$ cat src/rtl/irq_controller.sv
// irq_controller: memory-mapped interrupt aggregator for the PicoRV32 irq vector.
// Each source is captured as a rising edge or as a level into PENDING. Captures
// are gated by ENABLE onto cpu_irq[IRQ_BASE +: NUM_SRC]. OVERRUN records edges
// that arrive while already pending. COUNT tallies cycles with new edge captures.
module irq_controller #(
    parameter int NUM_SRC  = 8,
    parameter int IRQ_BASE = 3
) (
    input  logic               clk,
    input  logic               resetn,
    input  logic [NUM_SRC-1:0] src_irq,
    input  logic               mem_valid,
    input  logic [3:0]         mem_wstrb,
    input  logic [4:0]         mem_addr,
    input  logic [31:0]        mem_wdata,
    output logic               mem_ready,
    output logic [31:0]        mem_rdata,
    output logic [31:0]        cpu_irq
);

    localparam logic [2:0] REG_PENDING  = 3'd0;
    localparam logic [2:0] REG_ENABLE   = 3'd1;
    localparam logic [2:0] REG_EDGE_SEL = 3'd2;
    localparam logic [2:0] REG_RAW      = 3'd3;
    localparam logic [2:0] REG_OVERRUN  = 3'd4;
    localparam logic [2:0] REG_COUNT    = 3'd5;

    localparam int PAD = 32 - NUM_SRC;

    // Architectural state
    logic [NUM_SRC-1:0] prev_reg;
    logic [NUM_SRC-1:0] pending_reg;
    logic [NUM_SRC-1:0] enable_reg;
    logic [NUM_SRC-1:0] edge_sel_reg;
    logic [NUM_SRC-1:0] overrun_reg;
    logic [31:0]        count_reg;
    logic               mem_ready_reg;
    logic [31:0]        mem_rdata_reg;
    logic [31:0]        cpu_irq_reg;

    // Next-state values
    logic [NUM_SRC-1:0] pending_next;
    logic [NUM_SRC-1:0] enable_next;
    logic [NUM_SRC-1:0] edge_sel_next;
    logic [NUM_SRC-1:0] overrun_next;
    logic [31:0]        count_next;
    logic [31:0]        rdata_next;
    logic [31:0]        cpu_irq_next;

    // Bus decode
    logic               access;
    logic               wr_en;
    logic [2:0]         reg_sel;
    logic               wr_pending;
    logic               wr_enable;
    logic               wr_edge_sel;
    logic               wr_overrun;
    logic               wr_count;
    logic [31:0]        byte_mask;

    // Per-source capture terms
    logic [NUM_SRC-1:0] rise;
    logic [NUM_SRC-1:0] w1c_bits;
    logic [NUM_SRC-1:0] new_capture;
    logic               any_capture;

    // mem_ready is high for the cycle after acceptance, while the CPU still
    // holds mem_valid; masking with mem_ready_reg stops a double accept.
    assign access      = mem_valid & ~mem_ready_reg;
    assign wr_en       = access & (|mem_wstrb);
    assign reg_sel     = mem_addr[4:2];
    assign wr_pending  = wr_en & (reg_sel == REG_PENDING);
    assign wr_enable   = wr_en & (reg_sel == REG_ENABLE);
    assign wr_edge_sel = wr_en & (reg_sel == REG_EDGE_SEL);
    assign wr_overrun  = wr_en & (reg_sel == REG_OVERRUN);
    assign wr_count    = wr_en & (reg_sel == REG_COUNT);
    assign byte_mask   = {{8{mem_wstrb[3]}}, {8{mem_wstrb[2]}},
                          {8{mem_wstrb[1]}}, {8{mem_wstrb[0]}}};

    generate
        for (genvar gi = 0; gi < NUM_SRC; gi++) begin : g_src
            assign rise[gi]     = src_irq[gi] & ~prev_reg[gi];
            assign w1c_bits[gi] = mem_wdata[gi] & byte_mask[gi];

            // Edge mode: a rise beats a same-cycle clear. Level mode: follow the line.
            assign pending_next[gi] = edge_sel_reg[gi]
                                    ? (rise[gi] | (pending_reg[gi] & ~(wr_pending & w1c_bits[gi])))
                                    : src_irq[gi];

            // Only an edge landing on an already-pending bit is an overrun.
            assign overrun_next[gi] = (edge_sel_reg[gi] & rise[gi] & pending_reg[gi])
                                    | (overrun_reg[gi] & ~(wr_overrun & w1c_bits[gi]));

            assign new_capture[gi] = edge_sel_reg[gi] & pending_next[gi] & ~pending_reg[gi];

            assign enable_next[gi]   = (wr_enable & byte_mask[gi])   ? mem_wdata[gi] : enable_reg[gi];
            assign edge_sel_next[gi] = (wr_edge_sel & byte_mask[gi]) ? mem_wdata[gi] : edge_sel_reg[gi];
        end
    endgenerate

    assign any_capture = |new_capture;

    // A clear that coincides with a capture leaves the new capture counted.
    assign count_next = wr_count ? {31'd0, any_capture}
                                 : count_reg + {31'd0, any_capture};

    assign cpu_irq_next = {{PAD{1'b0}}, pending_reg & enable_reg} << IRQ_BASE;

    // Read mux, evaluated on the pre-write register state
    always_comb begin
        rdata_next = 32'd0;
        case (reg_sel)
            REG_PENDING:  rdata_next = {{PAD{1'b0}}, pending_reg};
            REG_ENABLE:   rdata_next = {{PAD{1'b0}}, enable_reg};
            REG_EDGE_SEL: rdata_next = {{PAD{1'b0}}, edge_sel_reg};
            REG_RAW:      rdata_next = {{PAD{1'b0}}, src_irq};
            REG_OVERRUN:  rdata_next = {{PAD{1'b0}}, overrun_reg};
            REG_COUNT:    rdata_next = count_reg;
            default:      rdata_next = 32'd0;
        endcase
    end

    // State update; EDGE_SEL comes out of reset as all-ones (edge capture)
    always_ff @(posedge clk or negedge resetn) begin
        if (!resetn) begin
            prev_reg      <= '0;
            pending_reg   <= '0;
            enable_reg    <= '0;
            edge_sel_reg  <= '1;
            overrun_reg   <= '0;
            count_reg     <= 32'd0;
            mem_ready_reg <= 1'b0;
            mem_rdata_reg <= 32'd0;
            cpu_irq_reg   <= 32'd0;
        end else begin
            prev_reg      <= src_irq;
            pending_reg   <= pending_next;
            enable_reg    <= enable_next;
            edge_sel_reg  <= edge_sel_next;
            overrun_reg   <= overrun_next;
            count_reg     <= count_next;
            mem_ready_reg <= access;
            cpu_irq_reg   <= cpu_irq_next;
            if (access) begin
                mem_rdata_reg <= rdata_next;
            end
        end
    end

    assign mem_ready = mem_ready_reg;
    assign mem_rdata = mem_rdata_reg;
    assign cpu_irq   = cpu_irq_reg;

    // Byte-offset bits and data/strobe lanes above NUM_SRC carry no meaning here
    logic unused_bits;
    assign unused_bits = ^{mem_addr[1:0], mem_wdata, byte_mask};

endmodule
$ cat config.mk
export PLATFORM = sky130hd
export DESIGN_NAME = irq_controller
export DESIGN_NICKNAME = d
export VERILOG_FILES = /design/src/rtl/irq_controller.sv
export SDC_FILE = /design/constraint.sdc
export NUM_CORES = 1
export LEC_CHECK = 0
export CORE_UTILIZATION = 51
export DETAILED_ROUTE_END_ITERATION = 8
export GPL_ROUTABILITY_DRIVEN = 0
export HOLD_SLACK_MARGIN = 0.12
export PLACE_DENSITY = 0.81
export SLEW_MARGIN = 20
export SYNTH_ARGS = -nofsm -noshare
export SYNTH_HDL_FRONTEND = slang
export SYNTH_SLANG_ARGS = --single-unit
$ cat constraint.sdc
create_clock -name clk -period 3.1 [get_ports clk]
set_input_delay 0.465 -clock clk [delete_from_list [all_inputs] [get_ports clk]]
set_output_delay 0.465 -clock clk [all_outputs]
set_load 0.05 [all_outputs]
# Word-level counts from Yosys, hierarchy flattened

Index checks and enable logic that the tools add are counted.

Flip-flop bits (word level): 113
Input bits: 52
Output and inout bits: 65
Word-level logic and storage cells: 167

Add/sub/neg operators: 1
Eq/ne operators: 5
Multiplexer cells: 10
Bitwise gates (word level): 139
Reductions and logical operators: 3

Operators with widths:

| operator                                                        | number |
|---|---|
| 32-bit case mux with 6 select lines                             | 1 |
| 1-bit bitwise AND                                               | 89 |
| 1-bit inverter                                                  | 33 |
| 32-bit by 1-bit adder with 32-bit output                        | 1 |
| 32-bit two-way mux                                              | 1 |
| 1-bit OR                                                        | 16 |
| 8-bit bitwise AND                                               | 1 |
| 1-bit two-way mux                                               | 8 |
| 8-bit OR reduction                                              | 1 |
| 3-bit by 2-bit == test with 1-bit output, second input constant | 2 |
| 3-bit == test, second input constant                            | 2 |
| 4-bit OR reduction                                              | 1 |
| 3-bit by 1-bit == test with 1-bit output, second input constant | 1 |
| 3-bit zero test                                                 | 1 |

# Longest topological paths before layout

Gate-level depths: netlist of run 1.

Word-level depth: 14
Gate-level depth with buffers: 9
Gate-level depth less buffers: 8

# Worst setup path after synthesis of run 1

Ideal clock, no wire load.

Kind: reg-to-reg
Start point: register edge_sel_reg[1]
End point: register count_reg[20]
Data arrival time: 2.280 ns
Required time: 3.023 ns
Path slack: 0.743 ns
Stages on the path, launching flop included: 10
Path buffers: 1
Cells stage by stage: dfstp_2 > nor4bb_1 > nor4_1 > nand3_1 > ha_1 > nand2_1 > or4_1 > clkbuf_1 > or3_1 > a21oi_1

Word-level cells in the longest chain between the ends: 6

Ends and longest elaborated chain:

| element                                    | RTL line | text |
|---|---|---|
| from (decl)                                | 34       | `logic [NUM_SRC-1:0] edge_sel_reg;` |
| from (signal assigned)                     | 139      | `edge_sel_reg <= edge_sel_next;` |
| 1-bit two-way mux                          | 87       | `? (rise[gi] \| (pending_reg[gi] & ~(wr_pending & w1c_bits[gi])))` |
| 1-bit bitwise AND * (2 in a row)           | 94       | `assign new_capture[gi] = edge_sel_reg[gi] & pending_next[gi] & ~pending_reg[gi];` |
| 8-bit OR reduction *                       | 101      | `assign any_capture = \|new_capture;` |
| 32-bit by 1-bit adder with 32-bit output * | 105      | `: count_reg + {31'd0, any_capture};` |
| 32-bit two-way mux *                       | 104      | `assign count_next = wr_count ? {31'd0, any_capture}` |
| named net count_next[20]                   | 46       | `logic [31:0] count_next;` |
| to (signal assigned)                       | 141      | `count_reg <= count_next;` |
| to (decl)                                  | 36       | `logic [31:0] count_reg;` |

Mark *: on every way through the listed nets, which the timed path passes. The rest lies on a longest branch.
A chain may end at the register's enable or synchronous reset.

# Worst setup path in the final report of run 1

Start point: register edge_sel_reg[0]
End point: register count_reg[20]

Same word-level chain as after synthesis.

==> results of run 1 <==
layer usage:
metal | GRT usage, % | vias up
li1 | - | 1875
met1 | 32.3 | 2082
met2 | 38.2 | 171
met3 | 4.76 | 25
met4 | 11.1 | 0
met5 | 0 | -
layout by cell type, fill, tap and decap left out, types with 6 or more instances in the layout:
cell type / count
and2_1: 10
nor2_1: 30
dfstp_2: 8
nand3_1: 11
a32o_1: 15
a21oi_1: 14
nor4_1: 9
o21ai_0: 9
clkinvlp_4: 6
conb_1: 24
or3_1: 6
nor2b_1: 15
clkbuf_16: 16
inv_1: 10
nand4_1: 6
nand2_1: 40
or4_1: 8
a22o_1: 27
dfrtp_1: 105
xnor2_1: 9
buf_4: 29
clkdlybuf4s50_1: 65
o31ai_1: 7
mux2_2: 28
layout make-up:
cell class	instances	area share (%)
Clock buffer	20	6.59
Clock inverter	12	1.96
Inverter	10	0.555
Multi-Input combinational cell	323	33.3
Sequential cell	113	42.0
Tap cell	133	2.46
Timing Repair Buffer	96	13.2
kinds of logic after synthesis:
kind of cell | count (synthesis)
AOI/OAI and AO/OA | 91
DFF | 113
muxes | 36
xor gates and xnor gates | 14
and+or+nand+nor | 156
adders and majority gates | 2
other | 1
buffers and inverters | 54
power by group through the flow:
stage,logic [mW],registers [mW],clock network (mW)
floorplan,0.416,1.96,0
global placement,0.744,1.86,0
detailed placement,0.770,1.87,0
CTS,0.776,1.86,1.89
global route,0.830,1.88,1.96
finish,0.779,1.86,1.88
through the flow:
stage,instances,util (%),hold slack (ps),instance area [um2]
6_report,707,68.2,481,6760
5_1_grt,707,68.2,487,6760
4_1_cts,706,68.1,209,6750
3_5_place_dp,674,62.2,471,6170
3_3_place_gp,674,62.2,474,6170
2_1_floorplan,490,-,169,5400
worst paths after layout:
kind | startpoint | depth (start not counted) | to
worst min register to register | mem_rdata[2]$_DFFE_PN0N_ | 2 | mem_rdata[2]$_DFFE_PN0N_
worst min-delay path | mem_rdata[2]$_DFFE_PN0N_ | 2 | mem_rdata[2]$_DFFE_PN0N_
max in group asynchronous | resetn | 3 | mem_rdata[18]$_DFFE_PN0N_
min in group asynchronous | resetn | 2 | cpu_irq[7]$_DFF_PN0_
worst max register to register | edge_sel_reg[0]$_DFFE_PN1P_ | 9 | count_reg[20]$_DFF_PN0_
worst max-delay path | edge_sel_reg[0]$_DFFE_PN1P_ | 9 | count_reg[20]$_DFF_PN0_
timing repair:
| action | CTS | global route |
|---|---|---|
| hold buffers | 0 | 1 |
| endpoints found under the hold margin | 0 | 80 |
| setup endpoints to repair | 0 | 0 |
critical path, cell delays in order, from the launching register on:
cell and delay, ps:
dfstp_2 570, nor4bb_1 330, nor4_1 160, nand3_1 130
ha_1 200, nand2_1 90, or4_1 460, buf_4 200
or3_1 320, a21oi_1 140
==> qor.yml, run 1 <==
clock_network:
  cts_inserted_buffers: 17
  post_cts_buffers: 0
  cts_root_buf: "clkbuf_8"
  htree_num_levels: 4
  cts_tree: "done"
  cts_resized: 0
  insertion_delay_ps: 510
  ctsLongestPathBuffers: 2
  clk_pin_slew_ps: 60
  numClockSinks: 113
sta:
  fmax_ghz: 0.375
  setup_tns_ps: 0
  relSlewSlack_pct: 45.8
  finalCritPeriodShare_pct: 86.1
  rsz0062_at_grt: "false"
  skew_ps: 6.41
  finalHoldViolations: 0
  finalWorstSetupSlack_ps: 430
  report.final.slew_viol_count: 0
  tightest_slew_ps: 812
  fin_crit_ps: 2670
  setup_violations: 0
finish:
  antenna_cells: 0
  area_growth_syn_to_layout_pct: 27.3
  multi_input_area_um2: 2250
  drive_gt1_share_pct: 18.5
  num-fill-cells: 695
  register_area_um2: 2840
  nNetsFinal: 615
logic_synthesis:
  ys_ff_latch: 113
  synth-compound-area-share_pct: 13.4
  synth_flop_cell: "dfrtp_1"
  synth_xor_area_share_pct: 2.31
  synthArstFlopShare_pct: 100
  syn_area_um2: 5310
  synth_top_family_by_area: "simple AND/OR/NAND/NOR gates"
  ys_warn_count: 0
  synth_common_cells: "dfrtp_1 (105), nand2_1 (40), nor2_1 (30)"
  ys_types: 48
  synth.mux.area_fraction_pct: 8.23
  netlist_top_cells_area: "dfrtp_1 (49%), mux2_2 (5.9%), a22o_1 (4.5%), dfstp_2 (4.0%), buf_4 (3.4%)"
  synthAdderAreaFrac_pct: 0.471
  yosysTopAreaCell: "dfrtp_1"
  avgSynthCellArea_um2: 11.4
  seq_area_frac_synth_pct: 53.5
  synth_most_common_cell: "dfrtp_1"
  synth_edf_count: 0
  synthSimpleGateAreaFrac_pct: 16.2
  synth_cells: 467
  netlist.area_leader.share_pct: 49.5
floorplan:
  dieArea_um2: 10800
  core_area_um2: 9910
  start_util_pct: 53.6
  fp.dieW_um: 104
  fp.dieH_um: 104
  rows: 36
  io_pins: 117
power:
  switching_share_pct: 28.9
  pwr_density_cell_nw_per_um2: 668
  p_int_mw: 3.21
  ir_worst_vdd_uv: 400
  comb_power_share_pct: 17.2
  p_sw_mw: 1.31
  seqPwrFrac_pct: 41.2
  power_mw: 4.52
  clock_power_share_pct: 41.6
  power.static_leakage_nw: 2.88
placement:
  dp_hpwl_mm: 8.26
  post-place-ws_ps: -68.3
  portBuffers: 66
routing:
  drt-met1-wl_mm: 5.47
  antenna_left: 0
  maxUsedRoutingLayer: "met4"
  drt_first_iter_violations: 279
  met3_length_um: 621
  vias: 4153
  firstDrtPassIters: 4
  drc_errors: 0
  totalWireLength_mm: 12.6
  routed_via_density: 5.87
  dr_wl_met2_mm: 6.20
  wl_per_cell_um: 17.8
grt:
  grt_max_degree: 91
  grt_pass1_vias: 4089
  antenna_found_initial: 0
  grt_pass1_wl_mm: 20.5
  grt.total_usage_pct: 24.2
  overflow: 0
status:
  status: "completed"
worst_hold_path:
  hold_path.class: "reg2reg"
worst_setup_path:
  critPathArrivalTime_ps: 3100
  cp-end-kind: "flop"
  cp.required_ps: 3530
  cp-start-kind: "flop"
  path_class: "reg2reg"
  crit_fanout: 11
  regToRegSetupSlack_ps: 430
job:
  max_cap_violations: 0
Power figures use the tool's default switching activity.
==> run 2: changes to the inputs <==
==> constraint.sdc (replaced) <==
create_clock -name clk -period 3.1 [get_ports clk]
set_input_delay 0.465 -clock clk [delete_from_list [all_inputs] [get_ports clk]]
set_output_delay 0.465 -clock clk [all_outputs]
set_load 0.1 [all_outputs]
==> qor.yml, run 2 (synthesis gave the netlist of run 1 again) <==
status:
  status: "completed"
floorplan:
  fp.dieW_um: 104
  start_util_pct: 53.6
  rows: 36
  fp.dieH_um: 104
  core_area_um2: 9910
  io_pins: 117
  dieArea_um2: 10800
finish:
  final_common_cell: "dfrtp_1"
  stdcell_count: 709
  multi_input_area_um2: 2250
  num-fill-cells: 714
  final_cell_mix: "dfrtp_1 (105), buf_4 (73), nand2_1 (40)"
  area_growth_syn_to_layout_pct: 25.8
  nNetsFinal: 617
  drive_gt1_share_pct: 25.7
  register_area_um2: 2840
  antenna_cells: 0
worst_setup_path:
  cp-start-kind: "flop"
  timing.rr.end: "count_reg[20]$_DFF_PN0_"
  r2r-start: "edge_sel_reg[1]$_DFFE_PN1P_"
  crit_buf_inv: 1
  cpLargestDelayFamily: "simple AND/OR/NAND/NOR gates"
  regToRegSetupSlack_ps: 510
  r2r_cells: 9
  cp-end-kind: "flop"
  setup.worst_path.end: "count_reg[20]$_DFF_PN0_"
  cp_slowest_cell: "dfstp_2"
  critPathMaxStageDelay_ps: 560
  critPathArrivalTime_ps: 3050
  crit_start: "edge_sel_reg[1]$_DFFE_PN1P_"
  path_class: "reg2reg"
  path_depth: 9
  path_cells: "nor4bb_1, nor4_1, nand3_1, ha_1, nand2_1, or4_1, buf_4, or3_1, a21oi_1"
  crit_fanout: 11
  cp.required_ps: 3550
routing:
  vias: 4057
  drc_errors: 0
  drt_first_iter_violations: 280
  routed_via_density: 5.72
  wl_per_cell_um: 16.7
  antenna_left: 0
  totalWireLength_mm: 11.8
  firstDrtPassIters: 5
grt:
  grt_max_degree: 38
  grt.total_usage_pct: 23.8
  grt_pass1_vias: 3987
  grt_pass1_wl_mm: 20.2
  antenna_found_initial: 0
  overflow: 0
power:
  switching_share_pct: 31.0
  power.static_leakage_nw: 2.99
  ir_worst_vdd_uv: 320
  pwr_density_cell_nw_per_um2: 710
  p_sw_mw: 1.47
  clock_power_share_pct: 40.3
  comb_power_share_pct: 20.5
  seqPwrFrac_pct: 39.3
  p_int_mw: 3.27
clock_network:
  clk_pin_slew_ps: 50
  numClockSinks: 113
  htree_num_levels: 4
  post_cts_buffers: 0
  insertion_delay_ps: 530
  cts_root_buf: "clkbuf_8"
  cts_tree: "done"
  cts_inserted_buffers: 17
  ctsLongestPathBuffers: 2
sta:
  relSlewSlack_pct: 62.7
  fin_crit_ps: 2590
  tightest_slew_ps: 555
  report.final.slew_viol_count: 0
  fmax_ghz: 0.386
  setup_violations: 0
  skew_ps: 12.9
  finalHoldViolations: 0
  rsz0062_at_grt: "false"
  setup_tns_ps: 0
  finalCritPeriodShare_pct: 83.7
worst_hold_path:
  hold_path.class: "in2reg"
job:
  max_cap_violations: 0
placement:
  portBuffers: 66
  placed_cells: 676
  dp_hpwl_mm: 7.98
[run 2: cell count changes in the layout (fill, tap and decap cells not counted)]
cell,delta
buf_4,+44
buf_6,-1
clkinv_4,+1
clkdlybuf4s50_1,-41
bufinv_16,+1
clkinv_2,+4
clkbuf_1,+1
inv_6,-2
clkinvlp_4,-5
[run 2: power by group through the flow]
stage / sequential [mW] / combinational [mW] / clock, mW
finish: 1.86 / 0.969 / 1.91
global route: 1.89 / 1.03 / 2.01
CTS: 1.86 / 0.971 / 1.93
detailed placement: 1.88 / 0.965 / 0
global placement: 1.86 / 0.944 / 0
floorplan: 2.11 / 0.479 / 0
[run 2: per-stage QoR]
step                      worst slack (ps)  utilization, %  power (mW)  area (um2)  hold WS, ps
after global routing                   323            67.4        4.92        6680          472
after detailed placement              56.0            61.4        2.84        6080          446
after CTS                              493            67.4        4.76        6680          437
final                                  507            67.4        4.74        6680          468
after floorplan                        639               -        2.59        5400          169
after global placement                93.9            61.4        2.81        6080          443
[run 2: cell type report]
cell class | instances | area share (%)
clock buffer | 21 | 6.73
clock inverter | 11 | 2.04
inverter | 10 | 0.562
multi-input combinational | 323 | 33.7
sequential | 113 | 42.5
tap | 133 | 2.49
timing repair buffer | 98 | 12.0
[run 2: worst reg2reg max path: cells and delay by family (launching register included)]
family / cells / cell delay, ps
buffers and inverters: 1 / 200
AOI/OAI and AO/OA: 1 / 140
adders and majority gates: 1 / 200
DFF: 1 / 560
and+or+nand+nor: 6 / 1420
[run 2: worst min-delay path by stage]
stage | startpoint | endpoint | slack [ps] | cells after the start
2_1_floorplan | resetn | count_reg[0]$_DFF_PN0_ | 170 | 0
4_1_cts | resetn | cpu_irq[7]$_DFF_PN0_ | 440 | 2
6_report | src_irq[6] | prev_reg[6]$_DFF_PN0_ | 470 | 1
3_3_place_gp | resetn | cpu_irq[7]$_DFF_PN0_ | 440 | 1
3_5_place_dp | resetn | cpu_irq[7]$_DFF_PN0_ | 450 | 1
5_1_grt | src_irq[2] | prev_reg[2]$_DFF_PN0_ | 470 | 1
[run 2: timing repair]
item,in CTS,in global routing
hold endpoints to repair,33,0
resized for setup,0,0
hold buffers,1,0
[run 2: metal layers]
layer,track usage (%),part of all wire [%],up-vias
met5,0,0,-
met4,10.6,1.9,0
met3,4.95,4.3,18
met2,37.3,49,124
met1,31.9,45,2044
li1,-,-,1871
==> run 3: changes to the inputs <==
==> constraint.sdc (replaced) <==
create_clock -name clk -period 2.64 [get_ports clk]
set_input_delay 0.396 -clock clk [delete_from_list [all_inputs] [get_ports clk]]
set_output_delay 0.396 -clock clk [all_outputs]
set_load 0.1 [all_outputs]
==> qor.yml, run 3 (synthesis gave the netlist of run 1 again) <==
status:
  status: "completed"
power:
  seqPwrFrac_pct: 40.5
  power.static_leakage_nw: 3.01
  p_sw_mw: 1.71
  p_int_mw: 3.72
  pwr_density_cell_nw_per_um2: 805
  switching_share_pct: 31.6
  clock_power_share_pct: 37.6
  comb_power_share_pct: 21.9
  ir_worst_vdd_uv: 448
finish:
  stdcell_count: 714
  drive_gt1_share_pct: 26.2
  nNetsFinal: 622
  final_common_cell: "dfrtp_1"
  num-fill-cells: 730
  fin_util_pct: 68.1
  final_area_um2: 6750
  final_cell_mix: "dfrtp_1 (105), buf_4 (76), nand2_1 (40)"
  area_growth_syn_to_layout_pct: 27.1
  antenna_cells: 0
worst_setup_path:
  r2r-start: "edge_sel_reg[7]$_DFFE_PN1P_"
  cp-end-kind: "flop"
  crit_fanout: 11
  path_class: "reg2reg"
  crit_start: "edge_sel_reg[7]$_DFFE_PN1P_"
  path_cells: "nor4bb_2, nor4_2, nand3_1, ha_2, nand2_1, or4_4, buf_4, or3_1, a21oi_1"
  cp.required_ps: 3090
  r2r_cells: 9
  cp-start-kind: "flop"
  critPathMaxStageDelay_ps: 570
  critPathArrivalTime_ps: 3020
  cp_slowest_cell: "dfstp_2"
sta:
  finalHoldViolations: 0
  fmax_ghz: 0.389
  finalCritPeriodShare_pct: 97.5
  whs_ps: 387
  relSlewSlack_pct: 60.6
  tightest_slew_ps: 590
  fin_crit_ps: 2570
  report.final.slew_viol_count: 0
  setup_violations: 0
  skew_ps: 6.80
  setup_tns_ps: 0
grt:
  overflow: 0
  grt_pass1_vias: 4109
  grt.total_usage_pct: 24.9
  antenna_found_initial: 0
  grt_pass1_wl_mm: 20.9
  grt_max_degree: 59
floorplan:
  core_area_um2: 9910
  io_pins: 117
  dieArea_um2: 10800
  fp.dieH_um: 104
  start_util_pct: 53.6
  rows: 36
  fp.dieW_um: 104
routing:
  antenna_left: 0
  routed_via_density: 5.90
  drc_errors: 0
  vias: 4215
  totalWireLength_mm: 12.7
  drt_first_iter_violations: 242
  wl_per_cell_um: 17.8
  firstDrtPassIters: 5
job:
  max_cap_violations: 0
clock_network:
  cts_tree: "done"
  htree_num_levels: 4
  cts_root_buf: "clkbuf_8"
  numClockSinks: 113
  clk_pin_slew_ps: 50
  cts_inserted_buffers: 17
  insertion_delay_ps: 530
  ctsLongestPathBuffers: 2
placement:
  placed_cells: 679
  portBuffers: 66
  dp_hpwl_mm: 8.19
  postPlaceCellArea_um2: 6130
worst_hold_path:
  hold_path.class: "in2async"
[run 3: routing by layer]
layer / share of wire (%) / global-route usage (%) / wire, um
met5: 0 / 0 / 0
met4: 2.4 / 10.4 / 299
met3: 6.0 / 6.52 / 760
met2: 49 / 39.8 / 6270
met1: 42 / 32.4 / 5370
[run 3: power by group through the flow]
stage	Sequential [mW]	Clock, mW	Combinational (mW)
global placement	2.19	0	1.12
CTS	2.19	2.07	1.16
floorplan	2.47	0	0.562
detailed placement	2.21	0	1.14
global route	2.23	2.16	1.25
finish	2.20	2.04	1.19
[run 3: repair_timing]
item | in CTS | in global routing
hold buffers | 1 | 0
hold endpoints to repair | 31 | 0
resized for setup | 4 | 7
gates cloned | 0 | 0
endpoints found under the setup margin | 4 | 5
setup buffers | 0 | 2
pin swaps | 0 | 0
[run 3: worst paths after layout]
kind / endpoint / slack [ps]
hold / removal: mem_rdata[4]$_DFFE_PN0N_ / 390
hold reg to reg: mem_rdata[7]$_DFFE_PN0N_ / 500
setup / recovery: count_reg[16]$_DFF_PN0_ / 70
min in group clk: prev_reg[5]$_DFF_PN0_ / 430
max in group asynchronous: edge_sel_reg[6]$_DFFE_PN1P_ / 1540
setup reg to reg: count_reg[16]$_DFF_PN0_ / 70
[run 3: through the flow]
step	power, mW	setup slack [ps]
floorplan	3.04	179
global placement	3.31	-307
detailed placement	3.35	-384
CTS	5.43	14.2
global route	5.64	-9.54
finish	5.43	66.2
[run 3: worst max-delay path, delay by kind of cell (launching register included)]
kind | cells | cell delay, ps
AND/OR/NAND/NOR | 6 | 1350
flip-flops | 1 | 570
adder cells (fa/ha/maj) | 1 | 200
buffers and inverters | 1 | 190
AO/OA/AOI/OAI | 1 | 180
[run 3: layout make-up]
cell class,instances,area [um2],area share (%)
clock inverters,1,30.0,0.445
multi-input cells,323,2320,34.4
flip-flops and latches,113,2840,42.1
inverters,10,37.5,0.556
repair buffers,103,861,12.8
clock buffers,31,497,7.36
well taps,133,166,2.47
